==> config.mk <==
export PLATFORM = sky130hd
export DESIGN_NAME = result_collector
export DESIGN_NICKNAME = d
export VERILOG_FILES = /design/src/rtl/result_collector.sv
export SDC_FILE = /design/constraint.sdc
export NUM_CORES = 1
export LEC_CHECK = 0
export CORE_MARGIN = 2
export CORE_UTILIZATION = 35
export CTS_BUF_LIST = sky130_fd_sc_hd__clkbuf_4 sky130_fd_sc_hd__clkbuf_8
export CTS_CLUSTER_SIZE = 20
export DETAILED_ROUTE_END_ITERATION = 6
export SETUP_SLACK_MARGIN = 0.15
export SYNTH_ARGS = -nofsm -noshare
export SYNTH_HDL_FRONTEND = slang
export SYNTH_SLANG_ARGS = --single-unit
==> constraint.sdc <==
create_clock -name CLK -period 2.84 [get_ports CLK]
set_clock_uncertainty 0.1 [all_clocks]
set_input_delay 0.426 -clock CLK [delete_from_list [all_inputs] [get_ports CLK]]
set_output_delay 0.426 -clock CLK [all_outputs]
set_load 0.02 [all_outputs]
==> src/rtl/result_collector.sv <==
`default_nettype none
// ============================================================================
// Module   : result_collector
// Purpose  : Captures the datapath's unstalled result burst (one word per
//            clock while Finish_in is high) into a local buffer, then replays
//            the words in order over a valid/ready handshake so that a
//            consumer applying backpressure never stalls the datapath.
// Ports    : CLK, RST_n      - clock, asynchronous active-low reset
//            Finish_in      - high = Data_in carries a valid result word
//            Data_in        - datapath result bus (Z/X when Finish_in=0)
//            Out_valid      - Out_data holds a word for the consumer
//            Out_ready      - consumer accepts Out_data this cycle
//            Out_data       - current word, 0 when Out_valid=0
//            Count          - words captured in the current/last burst
//            Busy           - high while capturing or draining
//            Overflow       - sticky, burst exceeded buffer depth
// Revision : 1.0 - initial release
// ============================================================================
module result_collector #(
    parameter int num_bit_of_data   = 8,
    parameter int num_bit_of_column = 4
) (
    input  logic                         CLK,
    input  logic                         RST_n,
    input  logic                         Finish_in,
    input  logic [num_bit_of_data-1:0]   Data_in,
    output logic                         Out_valid,
    input  logic                         Out_ready,
    output logic [num_bit_of_data-1:0]   Out_data,
    output logic [num_bit_of_column:0]   Count,
    output logic                         Busy,
    output logic                         Overflow
);

    localparam int DEPTH = 1 << num_bit_of_column;
    localparam int PW    = num_bit_of_column + 1;

    localparam logic [PW-1:0] c_ONE   = PW'(1);
    localparam logic [PW-1:0] c_DEPTH = PW'(DEPTH);

    localparam logic [1:0] S_IDLE    = 2'd0;
    localparam logic [1:0] S_CAPTURE = 2'd1;
    localparam logic [1:0] S_DRAIN   = 2'd2;

    logic [1:0]                 r_state;
    logic [PW-1:0]              r_wr_ptr;
    logic [PW-1:0]              r_rd_ptr;
    logic [PW-1:0]              r_count;
    logic                       r_overflow;
    logic [num_bit_of_data-1:0] r_mem [DEPTH];

    logic                         w_room;
    logic                         w_last;
    logic                         w_wr_en;
    logic [num_bit_of_column-1:0] w_wr_addr;

    assign w_room = (r_wr_ptr < c_DEPTH);
    // Count is at least 1 whenever DRAIN is reached, so Count-1 never wraps.
    assign w_last = (r_rd_ptr == (r_count - c_ONE));

    // The first word of a burst is written from IDLE, where wr_ptr is still 0
    // only by convention; force address 0 so a stale pointer cannot leak in.
    // Nothing is written unless Finish_in is high, so a floating bus is never
    // stored.
    assign w_wr_en   = Finish_in &&
                       ((r_state == S_IDLE) || ((r_state == S_CAPTURE) && w_room));
    assign w_wr_addr = (r_state == S_IDLE) ? '0 : r_wr_ptr[num_bit_of_column-1:0];

    // Storage carries no reset; its contents are only presented in DRAIN,
    // which is always preceded by a fresh capture.
    always_ff @(posedge CLK) begin
        if (w_wr_en) begin
            r_mem[w_wr_addr] <= Data_in;
        end
    end

    always_ff @(posedge CLK or negedge RST_n) begin
        if (!RST_n) begin
            r_state    <= S_IDLE;
            r_wr_ptr   <= '0;
            r_rd_ptr   <= '0;
            r_count    <= '0;
            r_overflow <= 1'b0;
        end else begin
            case (r_state)
                S_IDLE: begin
                    if (Finish_in) begin
                        r_wr_ptr   <= c_ONE;
                        r_count    <= c_ONE;
                        r_overflow <= 1'b0;
                        r_state    <= S_CAPTURE;
                    end
                end
                S_CAPTURE: begin
                    if (Finish_in) begin
                        if (w_room) begin
                            r_wr_ptr <= r_wr_ptr + c_ONE;
                            r_count  <= r_count + c_ONE;
                        end else begin
                            // Buffer full: drop the word, Count saturates.
                            r_overflow <= 1'b1;
                        end
                    end else begin
                        r_rd_ptr <= '0;
                        r_state  <= S_DRAIN;
                    end
                end
                S_DRAIN: begin
                    // Finish_in is deliberately ignored here.
                    if (Out_ready) begin
                        if (w_last) begin
                            r_state  <= S_IDLE;
                            r_wr_ptr <= '0;
                            r_rd_ptr <= '0;
                        end else begin
                            r_rd_ptr <= r_rd_ptr + c_ONE;
                        end
                    end
                end
                default: begin
                    r_state <= S_IDLE;
                end
            endcase
        end
    end

    assign Out_valid = (r_state == S_DRAIN);
    assign Out_data  = Out_valid ? r_mem[r_rd_ptr[num_bit_of_column-1:0]] : '0;
    assign Count     = r_count;
    assign Busy      = (r_state != S_IDLE);
    assign Overflow  = r_overflow;

endmodule
`default_nettype wire

After elaboration in Yosys (flattened, before gate mapping):

Memories as Yosys holds them, arrays and structs flattened.
Index checks and enable logic that the tools add are counted.
W data, S select, Z words.

* add/subtract/negate cells: 4
* order comparisons: 1
* eq/ne operators: 10
* muxes and demuxes: 26
* reductions and logical operators: 13

Operators with widths (count)
* $mux W5: 10
* $pmux W5 S2: 2
* $add A5 B1 Y5 const B: 3
* $pmux W5 S3: 1
* $reduce_and A4 Y1: 3
* $ne A2 B2 Y1 const B: 5
* $mux W2: 4
* $mux W8: 1
* $pmux W2 S3: 1
* $reduce_and A6 Y1: 1
* $reduce_bool A2 Y1: 3
* $eq A5 B5 Y1: 1
* $lt A5 B5 Y1 const B: 1
* $mux W1: 5
* $sub A5 B1 Y5 const B: 1
* $mux W4: 1
* $ne A2 B1 Y1 const B: 2
* $reduce_and A3 Y1: 1
* $reduce_bool A3 Y1: 1
* $eq A2 B1 Y1 const B: 1
* $eq A2 B2 Y1 const B: 1
* $logic_and A1 B1 Y1: 2
* $logic_not A2 Y1: 1
* $pmux W1 S2: 1
* $logic_or A1 B1 Y1: 1

* register bits after elaboration: 18
* memory bits (writable): 128
* input bits: 12
* output and inout bits: 16
* logic and storage cells: 60
* memories kept: 1

Memory list
* r_mem: words 16, bits a word 8, read ports 1, clocked after memory_dff 0, write ports 1, RTL line 50 `logic [num_bit_of_data-1:0] r_mem [DEPTH];`

Depth between registers and ports, before layout:

* depth after elaboration: 6
* gate-level depth with buffers: 8
* gate-level depth less buffers: 7

Worst setup path after synthesis:

OpenSTA, ideal clock, no wires.

* kind: register to register
* from: register r_count[0], in the netlist Count[0]
* to: register r_state[1]
* library setup time: 0.128 ns
* arrival time: 2.217 ns
* data required time: 2.612 ns
* path slack: 0.396 ns
* stages on the path, launching flop included: 8
* path buffers: 0
* clock period less this slack: 2.444 ns
* cell sequence: dfrtp_1 inv_1 ha_1 nor3b_2 xnor2_1 o41a_4 nor3b_2 mux2_1

* cells in the longest elaborated chain, start to end: 4

Ends and longest elaborated chain
* start: declaration: RTL line 48 `logic [PW-1:0] r_count;`
* start signal: assignment: RTL line 89 `r_count <= c_ONE;`
* start signal: assignment: RTL line 98 `r_count <= r_count + c_ONE;`
* $sub A5 B1 Y5: RTL line 59 `assign w_last = (r_rd_ptr == (r_count - c_ONE));`
* $eq A5 B5 Y1: RTL line 59
* $ne A2 B1 Y1 (no line)
* $reduce_and A4 Y1 (no line)
* end signal: assignment: RTL line 79 `r_state <= S_IDLE;`
* end signal: assignment: RTL line 91 `r_state <= S_CAPTURE;`
* end signal: assignment: RTL line 105 `r_state <= S_DRAIN;`
* end: declaration: RTL line 45 `logic [1:0] r_state;`

No other way between the ends.
A chain may end at the register's enable or synchronous reset.

Final worst setup path:

* from: register r_rd_ptr[0]
* to: output Out_data[0]

* cells in the longest elaborated chain, start to end: 2

Ends and longest elaborated chain
* start: declaration: RTL line 47 `logic [PW-1:0] r_rd_ptr;`
* start signal: assignment: RTL line 116 `r_rd_ptr <= r_rd_ptr + c_ONE;`
* $mem_v2 Z16 W8
* $mux W8: RTL line 128 `assign Out_data = Out_valid ? r_mem[r_rd_ptr[num_bit_of_column-1:0]] : '0;`
* end: declaration: RTL line 29 `output logic [num_bit_of_data-1:0] Out_data,`

No other way between the ends.

==> results_dict.tcl <==
set metrics [dict create \
    coreArea_um2 17300 \
    via_count 3568 \
    crit_fanout 8 \
    async_flop_share_pct 12.33 \
    cts_inserted_buffers 17 \
    nNetsFinal 471 \
    ys_warn_count 0 \
    cpMaxStageDelayCell "mux4_2" \
    die_area_um2 18820 \
    grt_start_max_net_pins 30 \
    vias_per_cell 5.186 \
    synth-edff-count 128 \
    synthesis.nets 404 \
    row_count 48 \
    antenna_found_initial 0 \
    ys_ff_latch 146 \
    synth_xor_area_share_pct 1.653 \
    die_w_um 137.2 \
    syn2layout_area_growth_pct 20.70 \
    die_y_um 137.2 \
    path_buf_inv 3 \
    synthFlopType "edfxtp_1" \
    hold_class "input pin to async pin" \
    cts_tree "done" \
    startpoint_type "flop" \
    status "complete, no violations" \
    crit_path_max_incr_delay_ns 0.50 \
    h-tree-depth 4 \
    globalplace.congestion 0.7994 \
    cp_top_family "multiplexers" \
    ir_worst_vdd_v 0.0004646 \
    synth_top_area_share_pct 61.91 \
    wl_per_cell_um 19.18 \
    period_share_pct 96.56 \
    p_sw_mw 1.966 \
    synth-simple-area-share_pct 9.311 \
    slew_violations 0 \
    cp_data_required_time_ns 2.31 \
    regToRegStartpoint "Count[1]$_DFFE_PN0P_" \
    internal_power_mw 4.182 \
    clock_latency_ns 0.44 \
    powerDensity_nw_per_um2 820.5 \
    start_util_pct 35.89 \
    cap_violations 0 \
    rsz0062_at_grt "yes" \
    cp_cell_sequence "buf_12 > buf_16 > mux4_2 > nand2_2 > nand3_2 > and3_4 > buf_2" \
    drive_above_1_share_pct 28.73 \
    netlist_instances 385 \
    routed_wl_mm 13.20 \
    netlist_area_um2 6208 \
    pwr-share-clk_pct 23.8 \
    synth_top_family_by_area "multiplexers" \
    syn_avg_cell_area_um2 16.13 \
    clk_pin_slew_ns 0.08 \
    hold_viol 0 \
    tns_ns 0 \
    synthTopCellsByArea "edfxtp_1 (62%), mux4_2 (12%), dfrtp_1 (7.3%), nand2_1 (2.5%), nand3_1 (1.9%)" \
    port_buffers 27 \
    root_buffer "clkbuf_8" \
    critPathKind "flop to output port" \
    synth_most_common_cell "edfxtp_1" \
    ios 28 \
    synthMuxAreaShare_pct 12.15 \
    r2r_cells 7 \
    clk_path_buf_depth 2 \
    fmax_ghz 0.3647 \
    finalSetupViolations 0 \
    swShare_pct 31.98 \
    insertedDiodeCount 0 \
    crit_start "r_rd_ptr[0]$_DFFE_PN0P_" \
    worst-path-stages 7 \
    synth_common_cells "edfxtp_1 (128), nand2_1 (41), mux4_2 (32)" \
    synth_top_area_cell "edfxtp_1" \
    grt_usage_pct 15.23 \
    p_total_mw 6.148 \
    synth_fa_ha_area_share_pct 1.411 \
    power.leakage_nw 2.532 \
    end_kind "output port" \
    slew_headroom_pct 54.41 \
    worst_ep_arrival_time_ns 2.22 \
    hpwlAfterDp_mm 8.675 \
    grt_pass1_wl_mm 20.61 \
    first_pass_iters 5 \
    ys_seq_area_share_pct 69.17 \
    finalCriticalPeriod_ns 2.742 \
    drc 0 \
    worst_pin_slew_ns 0.6817 \
    final_antenna_net_count 0 \
    first_global_vias 3703 \
    synth_cell_types 43 \
    overflow 0 \
    synth-compound-area-share_pct 4.313 \
    first_iter_violations 256 \
    cts_sinks 146 \
    comb_power_share_pct 34.4 \
    seq_power_share_pct 41.8 \
]
flip-flops by register name, indices dropped and copies added, names as in the netlist:
signal	flops
Count	5
Overflow	1
r_mem	128
r_rd_ptr	5
r_state	2
r_wr_ptr	5
layer usage:
layer / share of wire [%] / vias up / track usage, %
met3: 6.0 / 19 / 4.268
met2: 49 / 109 / 24.24
met4: 1.7 / 0 / 4.926
met5: 0 / - / 0
li1: - / 1618 / -
met1: 44 / 1822 / 20.31
per-stage QoR:
stage / std cells / hold slack, ns / setup slack, ns / util, % / cell area (um2)
3_5_place_dp: 648 / 0.4172 / 0.2201 / 40.21 / 6954
6_report: 688 / 0.2110 / 0.09784 / 43.32 / 7493
4_1_cts: 687 / 0.1967 / 0.03927 / 43.08 / 7452
5_1_grt: 688 / 0.2245 / 0.008117 / 43.32 / 7493
2_1_floorplan: 385 / 0.03041 / 0.3956 / - / 6208
3_3_place_gp: 648 / 0.4041 / 0.2333 / 40.21 / 6954
worst reg2reg max path, stage by stage, from the launching register on:
cell	delay [ns]
dfrtp_1	0.48
inv_1	0.07
ha_1	0.22
nor3b_2	0.17
xnor2_1	0.20
o41a_4	0.52
nor3b_2	0.22
mux2_1	0.33
worst paths after layout:
kind / slack (ns) / to
max in group asynchronous: 2.21 / r_rd_ptr[0]$_DFFE_PN0P_
min in group CLK: 0.44 / r_state[1]$_DFFE_PN0P_
max: 0.1 / Out_data[0]
min: 0.21 / r_wr_ptr[0]$_DFFE_PN0P_
max reg2reg: 0.40 / r_state[1]$_DFFE_PN0P_
min reg2reg: 0.44 / r_state[1]$_DFFE_PN0P_
layout by cell type (no fill, tap or decap), drive strengths merged, types with 2 or more instances in the layout:
cell type / count
a211o: 2
a21oi: 6
a22o: 3
a31oi: 2
and3: 10
buf: 45
clkbuf: 18
clkdlybuf4s15: 2
clkdlybuf4s50: 19
clkinv: 7
clkinvlp: 3
dfrtp: 18
edfxtp: 128
ha: 7
inv: 14
mux2: 3
mux4: 32
nand2: 41
nand2b: 3
nand3: 24
nand3b: 3
nor2: 25
nor2b: 4
nor3: 3
nor3b: 3
o21ai: 12
o22ai: 2
o41ai: 3
xnor2: 7
xor2: 3
cell type report:
| type | instances | area, um2 |
|---|---|---|
| clock inverters | 12 | 110.1 |
| multi-input cells | 208 | 1851 |
| fillers | 1574 | 9803 |
| well taps | 225 | 281.5 |
| flip-flops and latches | 146 | 4295 |
| inverters | 13 | 48.80 |
| clock buffers | 18 | 241.5 |
| repair buffers | 66 | 665.6 |
logic make-up (layout without fill, tap and decap cells):
family / count (synthesis) / after routing
flip-flops: 146 / 146
AND/OR/NAND/NOR: 120 / 120
AO/OA/AOI/OAI: 36 / 36
multiplexers: 35 / 35
buffers and inverters: 31 / 109
XOR/XNOR: 10 / 10
adder cells (fa/ha/maj): 7 / 7
timing repair:
item,in CTS,in global routing
hold buffers,0,0
pin swaps,3,1
setup endpoints to repair,9,8
endpoints found under the hold margin,0,0
gates cloned,2,0
resized for setup,47,8
buffers inserted,7,1
power groups by stage:
stage	combinational, mW	clock, mW	sequential (mW)
after global routing	2.30	1.59	2.58
after detailed placement	1.93	0	2.61
final	2.11	1.47	2.57
after global placement	1.91	0	2.60
after floorplan	1.30	0	2.60
after CTS	2.11	1.50	2.57
(Power assumes the default switching activity.)
